### src/rtl/fp_issue_pkg.sv
// Shared types for the FP issue queue: tracking-entry layout, tag type and status width.
package fp_issue_pkg;

    localparam int unsigned STATUS_W  = 5;
    // Widest register address and tag the entry/tag types can hold (NUM_FREGS <= 32, DEPTH <= 16)
    localparam int unsigned MAX_AW    = 5;
    localparam int unsigned MAX_TAG_W = 4;

    typedef logic [MAX_TAG_W-1:0] tag_t;

    typedef struct packed {
        logic              valid;
        logic              rd_we;
        logic [MAX_AW-1:0] rd_addr;
    } entry_t;

endpackage

### src/rtl/fp_scoreboard.sv
// Per-register pending bits for FP destinations still in flight, plus RAW/WAW hazard detection.
module fp_scoreboard #(
    parameter int unsigned NUM_FREGS = 32,
    parameter int unsigned AW        = $clog2(NUM_FREGS)
) (
    input  logic            clk_i,
    input  logic            rst_ni,
    input  logic            clear_i,
    input  logic [3*AW-1:0] rs_addr_i,
    input  logic [2:0]      rs_used_i,
    input  logic [AW-1:0]   rd_addr_i,
    input  logic            rd_we_i,
    input  logic            set_i,
    input  logic            clr_i,
    input  logic [AW-1:0]   clr_addr_i,
    output logic            hazard_o
);
    import fp_issue_pkg::*;

    logic [NUM_FREGS-1:0] pending_q, pending_d;

    // Hazard reads the pre-update pending bits, so a same-cycle completion still stalls.
    always_comb begin
        hazard_o = rd_we_i && pending_q[rd_addr_i];
        for (int i = 0; i < 3; i++) begin
            if (rs_used_i[i] && pending_q[rs_addr_i[i*AW +: AW]]) begin
                hazard_o = 1'b1;
            end
        end
    end

    // Next pending state: completion clears, accept sets, flush wipes everything.
    always_comb begin
        pending_d = pending_q;
        if (clr_i) pending_d[clr_addr_i] = 1'b0;
        if (set_i) pending_d[rd_addr_i] = 1'b1;
        if (clear_i) pending_d = '0;
    end

    // Pending-bit register with synchronous active-low reset.
    always_ff @(posedge clk_i) begin
        if (!rst_ni) pending_q <= '0;
        else         pending_q <= pending_d;
    end

endmodule

### src/rtl/fp_issue_queue.sv
// FP issue queue: issues decoded FP ops to an FPU with tags, stalls on register hazards, and
// routes out-of-order FPU results back to the FP register file.
// Optional feature: define FP_STATUS_ACCUM_EN to accumulate FPU status into sticky fflags_o.
module fp_issue_queue
    import fp_issue_pkg::*;
#(
    parameter int unsigned DEPTH     = 4,
    parameter int unsigned NUM_FREGS = 32,
    parameter int unsigned TAG_W     = $clog2(DEPTH),
    parameter int unsigned AW        = $clog2(NUM_FREGS)
) (
    input  logic                clk_i,
    input  logic                rst_ni,
    input  logic                core_valid_i,
    output logic                issue_ready_o,
    input  logic [3*AW-1:0]     rs_addr_i,
    input  logic [2:0]          rs_used_i,
    input  logic [AW-1:0]       rd_addr_i,
    input  logic                rd_we_i,
    output logic                fpu_in_valid_o,
    input  logic                fpu_in_ready_i,
    output logic [TAG_W-1:0]    fpu_tag_o,
    input  logic                fpu_out_valid_i,
    output logic                fpu_out_ready_o,
    input  logic [TAG_W-1:0]    fpu_tag_i,
    input  logic [31:0]         fpu_result_i,
    input  logic [STATUS_W-1:0] fpu_status_i,
    output logic                wb_valid_o,
    output logic [AW-1:0]       wb_addr_o,
    output logic [31:0]         wb_data_o,
    input  logic                flush_i,
    output logic                fpu_flush_o,
    output logic                busy_o,
    output logic [STATUS_W-1:0] fflags_o
);

    localparam int unsigned CNT_W = $clog2(DEPTH + 1);

    entry_t               entries_q [DEPTH];
    entry_t               entries_d [DEPTH];
    logic   [CNT_W-1:0]   count_q, count_d;
    logic   [TAG_W-1:0]   alloc_tag;
    entry_t               cpl_entry;
    logic                 full, hazard, accept, cpl_live;
    logic                 wb_valid_q;
    logic   [AW-1:0]      wb_addr_q;
    logic   [31:0]        wb_data_q;

    fp_scoreboard #(
        .NUM_FREGS (NUM_FREGS),
        .AW        (AW)
    ) u_scoreboard (
        .clk_i      (clk_i),
        .rst_ni     (rst_ni),
        .clear_i    (flush_i),
        .rs_addr_i  (rs_addr_i),
        .rs_used_i  (rs_used_i),
        .rd_addr_i  (rd_addr_i),
        .rd_we_i    (rd_we_i),
        .set_i      (accept && rd_we_i),
        .clr_i      (cpl_live && cpl_entry.rd_we),
        .clr_addr_i (AW'(cpl_entry.rd_addr)),
        .hazard_o   (hazard)
    );

    assign full            = (count_q == CNT_W'(DEPTH));
    assign issue_ready_o   = rst_ni && fpu_in_ready_i && !full && !hazard && !flush_i;
    assign fpu_in_valid_o  = rst_ni && core_valid_i && !full && !hazard && !flush_i;
    assign accept          = core_valid_i && issue_ready_o;
    assign fpu_out_ready_o = 1'b1;
    assign fpu_flush_o     = flush_i;
    assign busy_o          = (count_q != '0);
    assign cpl_entry       = entries_q[fpu_tag_i];
    // Results for freed or never-issued tags are dropped; flush discards same-cycle results.
    assign cpl_live        = fpu_out_valid_i && cpl_entry.valid && !flush_i;
    assign fpu_tag_o       = alloc_tag;
    assign wb_valid_o      = wb_valid_q;
    assign wb_addr_o       = wb_addr_q;
    assign wb_data_o       = wb_data_q;

    // Lowest-index free tag; the completing tag is still busy here, so no alloc/free clash.
    always_comb begin
        alloc_tag = '0;
        for (int i = DEPTH - 1; i >= 0; i--) begin
            if (!entries_q[i].valid) alloc_tag = TAG_W'(i);
        end
    end

    // Next entry table and occupancy count.
    always_comb begin
        entries_d = entries_q;
        count_d   = count_q;
        if (cpl_live) begin
            entries_d[fpu_tag_i] = '0;
            count_d              = count_d - 1'b1;
        end
        if (accept) begin
            entries_d[alloc_tag] = '{valid: 1'b1, rd_we: rd_we_i, rd_addr: MAX_AW'(rd_addr_i)};
            count_d              = count_d + 1'b1;
        end
        if (flush_i) begin
            for (int i = 0; i < DEPTH; i++) entries_d[i] = '0;
            count_d = '0;
        end
    end

    // Entry table and count registers.
    always_ff @(posedge clk_i) begin
        if (!rst_ni) begin
            for (int i = 0; i < DEPTH; i++) entries_q[i] <= '0;
            count_q <= '0;
        end else begin
            entries_q <= entries_d;
            count_q   <= count_d;
        end
    end

    // Writeback port, registered one cycle after a live completion.
    always_ff @(posedge clk_i) begin
        if (!rst_ni) begin
            wb_valid_q <= 1'b0;
            wb_addr_q  <= '0;
            wb_data_q  <= '0;
        end else begin
            wb_valid_q <= cpl_live && cpl_entry.rd_we;
            if (cpl_live) begin
                wb_addr_q <= AW'(cpl_entry.rd_addr);
                wb_data_q <= fpu_result_i;
            end
        end
    end

`ifdef FP_STATUS_ACCUM_EN
    logic [STATUS_W-1:0] fflags_q;

    // Sticky exception flags; only reset clears them, flush leaves them intact.
    always_ff @(posedge clk_i) begin
        if (!rst_ni)       fflags_q <= '0;
        else if (cpl_live) fflags_q <= fflags_q | fpu_status_i;
    end

    assign fflags_o = fflags_q;
`else
    logic [STATUS_W-1:0] unused_status;
    assign unused_status = fpu_status_i;
    assign fflags_o      = '0;
`endif

endmodule

### config.mk
export PLATFORM = sky130hd
export DESIGN_NAME = fp_issue_queue
export DESIGN_NICKNAME = d
export VERILOG_FILES = /design/src/rtl/fp_issue_pkg.sv /design/src/rtl/fp_scoreboard.sv /design/src/rtl/fp_issue_queue.sv
export SDC_FILE = /design/constraint.sdc
export NUM_CORES = 1
export LEC_CHECK = 0
export BUFFER_PORTS_ARGS = -buffer_cell sky130_fd_sc_hd__buf_2
export CELL_PAD_IN_SITES_DETAIL_PLACEMENT = 0
export CELL_PAD_IN_SITES_GLOBAL_PLACEMENT = 1
export CORE_MARGIN = 4
export CORE_UTILIZATION = 36
export CTS_CLUSTER_DIAMETER = 40
export DETAILED_ROUTE_END_ITERATION = 10
export GPL_TIMING_DRIVEN = 0
export PLACE_DENSITY = 0.71
export REMOVE_ABC_BUFFERS = 1
export SETUP_SLACK_MARGIN = 0.15
export SLEW_MARGIN = 30
export SYNTH_ARGS = -nofsm -noshare
export SYNTH_HDL_FRONTEND = slang
export SYNTH_SLANG_ARGS = --single-unit
### constraint.sdc
create_clock -name clk_i -period 4.97 [get_ports clk_i]
set_clock_uncertainty 0.1 [all_clocks]
set_input_delay 0.994 -clock clk_i [delete_from_list [all_inputs] [get_ports clk_i]]
set_output_delay 0.994 -clock clk_i [all_outputs]
set_load 0.01 [all_outputs]
==> impl_results.md, run 1 <==
* Outcome: finished, final reports clean
* VDD IR max at 0.1665 mV
* Synth top cells by count: 124 x nand2_1, 101 x dfxtp_1, 46 x mux2i_1, 38 x a21boi_0, 33 x o211ai_1
* Post-synthesis mux area share at 22.50%
* Die width at 131.6 µm
* Core area at 14750 µm²
* Reg clk slew, reported paths at 0.06 ns
* Antenna cells at 0
* Combinational share of power at 8.4%
* Clk_lat worst skew at 0.35 ns
* Clock share of power at 42.7%
* PortBufs at 107
* First-pass GRT wire length at 26320 µm
* Setup violators final at 0
* Synth area leader: dfxtp_1
* Crit end category: output pin
* TritonCTS buffer count at 9
* Vias in the first global route at 4847
* Dpl ws at 0.3057 ns
* Synth Area in Adders at 0.6826%
* Crit path time final at 4.773 ns
* Wire per inst at 19.66 µm
* Pint at 0.001267 W
* Synth area leaders: dfxtp_1 37%, mux4_2 12%, nand2_1 8.5%
* Multi-input gate area at 3236 µm²
* Final Core Density at 43.44%
* WS Path Type: input port to output pin
* Hold_buf cts at 0
* Post-Syn Instances at 573
* Setup bufs post-CTS at 0
* H-tree Lvls at 3
* Largest stage delay, worst path at 0.59 ns
* Die ar. at 17320 µm²
* Crit path max-delay cell type: a211oi_4
* Number of synthesized register bits at 101
* Max_cap viols at 0
* Peak Freq at 209.5 MHz
* Initial antenna violation count at 0
* Io pins at 119
* Area Overhead vs Synth at 16.54%
* Post-synth top flop: dfxtp_1
* Starting DRT DRC Count at 208
* Setup ws final at 0.1973 ns
* Drt pass-1 iters at 5
* Vias/cell at 5.679
* CTS tree: done
* Routed WL at 16530 µm
* Mapped cell area at 5499 µm²
* Simple-gate share of the synthesized area at 16.20%
* XOR/XNOR share of the synthesized area at 0.3185%
* Actual slew at the worst max-slew pin at 0.7339 ns
* Hold WC Path Type: flop to flop
* CTS Sinks at 101
* Rel. slew slack at 51.07%
* Via count at 4776
* RSZ-0062 raised after global routing: no
* Gr ovfl total at 0
* CTS Buffer Depth at 2
* Post-synthesis sequential area ratio at 36.77%
* Tcrit/Tclk final at 96.03%
* Total GRT Usage at 18.91%
* Leakage at 2.612 nW
* EDFF count, synth at 0
* Largest net degree at the start of global routing at 41
* Fill cells at 1445
* PostCTS Resize Cnt at 0
* FF+latch area at 2022 µm²
* Initial Util at 37.27%
* Req. time, crit path at 3.88 ns
* Critical path arrival at 3.68 ns
* Final Hold Vio Count at 0
* Die Span Y at 131.6 µm
* Ratio of cells with drive above 1 in the final layout at 26.94%
* Placer Congestion at 0.8869
* Post-synthesis cell type count at 53
* Syn avg cell area at 9.597 µm²
* Most Frequent Cell on Critical Path: buf_2
* YS warnings at 0
* Synth Area in Compound Gates at 18.57%
* Synth top area share at 36.77%
* Largest family of logic cells by synthesized area: multiplexers
* Final ANT Viol Nets at 0
* Crit-path cells: buf_2 > mux2_2 > o2bb2ai_1 > a2111oi_0 > o211ai_1 > a211oi_4 > and3_1 > buf_2
* Top-count cell post-synth: nand2_1
* Post-synth ARST share at 0%
* # DRC at 0
* Psw at 0.0003920 W
* Switching share of power at 23.63%
* CP max FO at 19
* Pwr Density at 258.9 nW/µm²
* Root Driver: clkbuf_16
* Register share of total power at 49.0%
* CP startpoint kind: input port
* Num rows at 44
* Final net count at 724
* Fin. max-slew vios at 0
* DP Wirelength at 12120 µm
-- cell families after synthesis --
kind of cell,count (synthesis)
and+or+nand+nor,189
AOI/OAI and AO/OA,136
DFF,101
muxes,86
buffers and inverters,54
adders and majority gates,3
other,2
xor gates and xnor gates,2
-- worst paths after layout --
path,startpoint,end,slack (ns),cells past startpoint
max,rd_addr_i[1],fpu_in_valid_o,0.20,8
min,entries_q[19],entries_q[19],0.36,2
max reg2reg,u_scoreboard.pending_q[9],entries_q[0],1.71,7
min reg2reg,entries_q[19],entries_q[19],0.36,2
-- power by group through the flow --
stage	sequential, W	clock [W]	combinational, W
6_report	0.000812	0.000708	0.000139
5_1_grt	0.000812	0.000754	0.000151
4_1_cts	0.000812	0.000726	0.000139
3_5_place_dp	0.000831	0	0.000139
3_3_place_gp	0.000831	0	0.000133
2_1_floorplan	0.000831	0	0.0000617
-- layout make-up --
class	count	share of cell area, %
Multi-Input combinational cell	422	50.49
Sequential cell	101	31.55
Timing Repair Buffer	112	9.430
Clock buffer	12	3.846
Tap cell	184	3.592
Clock inverter	4	0.7419
Inverter	6	0.3514
-- layout by cell type, fill, tap and decap left out, types with 11 or more instances in the layout --
cell type	n
a21boi_0	38
dfxtp_1	101
o211ai_1	33
nand2_1	124
nand2b_1	16
buf_2	107
mux2_2	11
mux2i_1	46
mux4_2	29
o31ai_1	30
-- sequential cells by signal (all words and copies together), names as in the netlist --
| signal | count |
|---|---|
| u_scoreboard.pending_q | 32 |
| count_q | 3 |
| wb_valid_o | 1 |
| wb_addr_o | 5 |
| entries_q | 28 |
| wb_data_o | 32 |
-- per-layer routing --
layer	wire length, µm	global-route usage [%]	vias up
met4	340	7.585	0
li1	-	-	2263
met5	0	0	-
met2	8147	31.98	174
met1	7125	24.07	2314
met3	917	3.249	25
-- through the flow --
| stage | std cells | instance area (µm²) | hold slack (ns) | total power (W) | TNS, ns |
|---|---|---|---|---|---|
| after floorplan | 529 | 5271 | 0.3356 | 0.0008927 | 0 |
| after global placement | 820 | 6037 | 0.3418 | 0.0009641 | -0.005395 |
| after detailed placement | 825 | 6115 | 0.3528 | 0.0009696 | 0 |
| after CTS | 841 | 6409 | 0.3617 | 0.001677 | 0 |
| after global routing | 841 | 6409 | 0.3806 | 0.001716 | 0 |
| final | 841 | 6409 | 0.3600 | 0.001659 | 0 |
-- critical path, delay by kind of cell --
family	cells	cell delay, ns
buffers and inverters	2	0.54
multiplexers	1	0.41
AND/OR/NAND/NOR	1	0.24
AO/OA/AOI/OAI	4	1.48
No activity file was read; power rests on OpenSTA's default activity.
==> run 2, diff against run 1 <==
--- a/config.mk
+++ b/config.mk
@@ -5,6 +5,7 @@
 export SDC_FILE = /design/constraint.sdc
 export NUM_CORES = 1
 export LEC_CHECK = 0
+export ABC_AREA = 1
 export BUFFER_PORTS_ARGS = -buffer_cell sky130_fd_sc_hd__buf_2
 export CELL_PAD_IN_SITES_DETAIL_PLACEMENT = 0
 export CELL_PAD_IN_SITES_GLOBAL_PLACEMENT = 1
@@ -12,8 +13,9 @@
 export CORE_UTILIZATION = 36
 export CTS_CLUSTER_DIAMETER = 40
 export DETAILED_ROUTE_END_ITERATION = 10
+export GPL_ROUTABILITY_DRIVEN = 0
 export GPL_TIMING_DRIVEN = 0
-export PLACE_DENSITY = 0.71
+export PLACE_DENSITY = 0.77
 export REMOVE_ABC_BUFFERS = 1
 export SETUP_SLACK_MARGIN = 0.15
 export SLEW_MARGIN = 30
==> constraint.sdc (replaced) <==
create_clock -name clk_i -period 5.4 [get_ports clk_i]
set_clock_uncertainty 0.1 [all_clocks]
set_input_delay 1.08 -clock clk_i [delete_from_list [all_inputs] [get_ports clk_i]]
set_output_delay 1.08 -clock clk_i [all_outputs]
set_load 0.01 [all_outputs]
==> run 2 against run 1 <==
Sequential share of layout area is 2.7 points lower. Design area is 9.4% higher. Core utilization is 1.3 points lower. Global-route usage is 1.4 points higher. Critical endpoint unchanged. Largest power group unchanged.
==> impl_results.md, run 2 <==
* Hold_buf cts at 0 (unchanged)
* CP startpoint kind: input port (unchanged)
* Total GRT Usage at 20.28% (was 18.91%)
* Synth top area share at 33.05% (was 36.77%)
* First-pass GRT wire length at 31970 µm (was 26320 µm)
* EDFF count, synth at 0 (unchanged)
* Via count at 6529 (was 4776)
* # DRC at 0 (unchanged)
* Final ANT Viol Nets at 0 (unchanged)
* Max_cap viols at 0 (unchanged)
* Routed WL at 19630 µm (was 16530 µm)
* Leakage at 3.118 nW (was 2.612 nW)
* R2r endpoint: u_scoreboard.pending_q[30] (was entries_q[0])
* Vias in the first global route at 6025 (was 4847)
* Die width at 138.4 µm (was 131.6 µm)
* Req. time, crit path at 4.22 ns (was 3.88 ns)
* Gr ovfl total at 0 (unchanged)
* Worst Reg2Reg Path Length in Cells at 10 (was 7)
* Antenna cells at 0 (unchanged)
* Initial antenna violation count at 0 (unchanged)
* Dpl ws at 1.049 ns (was 0.3057 ns)
* Post-synth top flop: dfxtp_1 (unchanged)
* CTS Buffer Depth at 2 (unchanged)
* R2R Setup Slk at 2.48 ns (was 1.71 ns)
* CTS tree: done (unchanged)
* Actual slew at the worst max-slew pin at 0.8400 ns (was 0.7339 ns)
* Hold WC Path Type: flop to flop (unchanged)
* Critical path arrival at 3.17 ns (was 3.68 ns)
* Wire per inst at 14.74 µm (was 19.66 µm)
* VDD IR max at 0.1419 mV (was 0.1665 mV)
* Setup bufs post-CTS at 0 (unchanged)
* Pwr Density at 221.6 nW/µm² (was 258.9 nW/µm²)
* CTS Sinks at 101 (unchanged)
* Mapped cell area at 6118 µm² (was 5499 µm²)
* RSZ-0062 raised after global routing: no (unchanged)
* WHS Path Cells at 2 (unchanged)
* Number of synthesized register bits at 101 (unchanged)
* DP Wirelength at 13960 µm (was 12120 µm)
* Synth area leaders: dfxtp_1 33%, nand2_1 20%, nor2_1 12% (was dfxtp_1 37%, mux4_2 12%, nand2_1 8.5%)
* Rel. slew slack at 43.87% (was 51.07%)
* Dpl cell area at 6709 µm² (was 6115 µm²)
* Register share of total power at 48.0% (was 49.0%)
* YS warnings at 0 (unchanged)
* Io pins at 119 (unchanged)
* Final net count at 1179 (was 724)
* Area Overhead vs Synth at 14.56% (was 16.54%)
* Synth top cells by count: 328 x nand2_1, 193 x nor2_1, 101 x dfxtp_1, 82 x nand3_1, 80 x inv_1 (was 124 x nand2_1, 101 x dfxtp_1, 46 x mux2i_1, 38 x a21boi_0, 33 x o211ai_1)
* Drt pass-1 iters at 5 (unchanged)
* Syn avg cell area at 5.877 µm² (was 9.597 µm²)
* PostCTS Resize Cnt at 0 (unchanged)
* Combinational share of power at 9.1% (was 8.4%)
* Crit path time final at 4.346 ns
* HP Start: wb_addr_o[0] (was entries_q[19])
* Synth area leader: dfxtp_1 (unchanged)
* Core area at 16640 µm² (was 14750 µm²)
* Pint at 0.001149 W (was 0.001267 W)
* Final Core Density at 42.12% (was 43.44%)
* Crit end category: output pin (unchanged)
* CP max FO at 12 (was 19)
* Outcome: finished, final reports clean (unchanged)
* TritonCTS buffer count at 9 (unchanged)
* Num rows at 47 (was 44)
* Setup violators final at 0 (unchanged)
* Post-synthesis sequential area ratio at 33.05% (was 36.77%)
* Ratio of cells with drive above 1 in the final layout at 12.86% (was 26.94%)
* Hold Path Sink: wb_addr_o[0] (was entries_q[19])
* Vias/cell at 4.902 (was 5.679)
* Largest net degree at the start of global routing at 42 (was 41)
* Post-Syn Instances at 1041 (was 573)
* PortBufs at 107 (unchanged)
* Die ar. at 19140 µm² (was 17320 µm²)
* WS Path Type: input port to output pin (unchanged)
* Peak Freq at 230.1 MHz
* Die Span Y at 138.4 µm (was 131.6 µm)
* Initial Util at 36.76% (was 37.27%)
* Clk_lat worst skew at 0.36 ns (was 0.35 ns)
* H-tree Lvls at 3 (unchanged)
* Psw at 0.0004044 W (was 0.0003920 W)
* Final Hold Vio Count at 0 (unchanged)
* Tcrit/Tclk final at 80.48%
* Starting DRT DRC Count at 484 (was 208)
* Most frequent cells in the layout: 328 x nand2_1, 191 x nor2_1, 107 x buf_2 (was 124 x nand2_1, 107 x buf_2, 101 x dfxtp_1)
* Finished Cell Area at 7009 µm² (was 6409 µm²)
* Top-count cell post-synth: nand2_1 (unchanged)
* Worst r2r src: entries_q[20] (was u_scoreboard.pending_q[9])
* Clock share of power at 42.8% (was 42.7%)
* Switching share of power at 26.04% (was 23.63%)
* Fin. max-slew vios at 0 (unchanged)
* Reg clk slew, reported paths at 0.07 ns (was 0.06 ns)
* Post-synthesis cell type count at 31 (was 53)
* Root Driver: clkbuf_16 (unchanged)
* Most common cell after layout, fill and taps aside: nand2_1 (unchanged)
* Post-synth ARST share at 0% (unchanged)
* Setup ws final at 1.054 ns (was 0.1973 ns)
==> run 2: final cells by class <==
class	instances	area (µm²)
repair buffers	109	583.1
clock inverters	6	71.32
fillers	1832	9633
multi-input cells	800	3505
well taps	220	275.3
inverters	86	324.1
clock buffers	10	229.0
flip-flops and latches	101	2022
==> run 2: power by group through the flow <==
| stage | clock [W] | sequential [W] | combinational [W] |
|---|---|---|---|
| 6_report | 0.000665 | 0.000746 | 0.000142 |
| 5_1_grt | 0.000715 | 0.000746 | 0.000158 |
| 3_3_place_gp | 0 | 0.000763 | 0.000140 |
| 2_1_floorplan | 0 | 0.000763 | 0.0000646 |
| 4_1_cts | 0.000688 | 0.000746 | 0.000143 |
| 3_5_place_dp | 0 | 0.000763 | 0.000142 |
==> run 2: logic make-up after synthesis <==
kind of cell | count (synthesis) | share of synthesized area [%]
AOI/OAI and AO/OA | 168 | 14.99
xor gates and xnor gates | 3 | 0.4295
buffers and inverters | 144 | 10.16
and+or+nand+nor | 620 | 40.63
DFF | 101 | 33.05
adders and majority gates | 3 | 0.6136
other | 2 | 0.1227
==> run 2: how the worst max path moves through the flow <==
stage / start / to / slack, ns / depth (start not counted)
5_1_grt: rd_addr_i[1] / fpu_in_valid_o / 0.87 / 15
6_report: rd_addr_i[1] / fpu_in_valid_o / 1.05 / 15
2_1_floorplan: fpu_tag_i[0] / count_q[2] / 0.57 / 11
3_3_place_gp: fpu_tag_i[0] / u_scoreboard.pending_q[26] / -2.03 / 11
3_5_place_dp: rd_addr_i[1] / fpu_in_valid_o / 1.05 / 15
4_1_cts: rd_addr_i[1] / fpu_in_valid_o / 1.03 / 15
==> run 2: metal layers <==
metal | wire [µm] | global-route usage (%)
met5 | 0 | 0
met4 | 340 | 5.512
met2 | 8758 | 32.45
met1 | 9292 | 27.94
met3 | 1238 | 4.075
==> run 2: worst max-delay path, cell delays in order <==
cell	delay, ns
buf_2	0.27
inv_2	0.18
nor2_2	0.55
a21oi_1	0.13
nand2_1	0.10
nand2_1	0.06
nand2_1	0.09
nor2_1	0.04
nand2_1	0.10
nand2_1	0.06
nand2_1	0.11
nor2_2	0.06
nand2_1	0.13
nor2_1	0.05
buf_2	0.14
==> run 2: stage by stage <==
step / TNS [ns] / total power [W] / hold WS [ns] / instances
2_1_floorplan: 0 / 0.0008277 / 0.3717 / 987
3_3_place_gp: -79.67 / 0.0009034 / 0.3630 / 1314
3_5_place_dp: 0 / 0.0009053 / 0.3697 / 1316
4_1_cts: 0 / 0.001577 / 0.3801 / 1332
5_1_grt: 0 / 0.001618 / 0.4236 / 1332
6_report: 0 / 0.001553 / 0.3746 / 1332
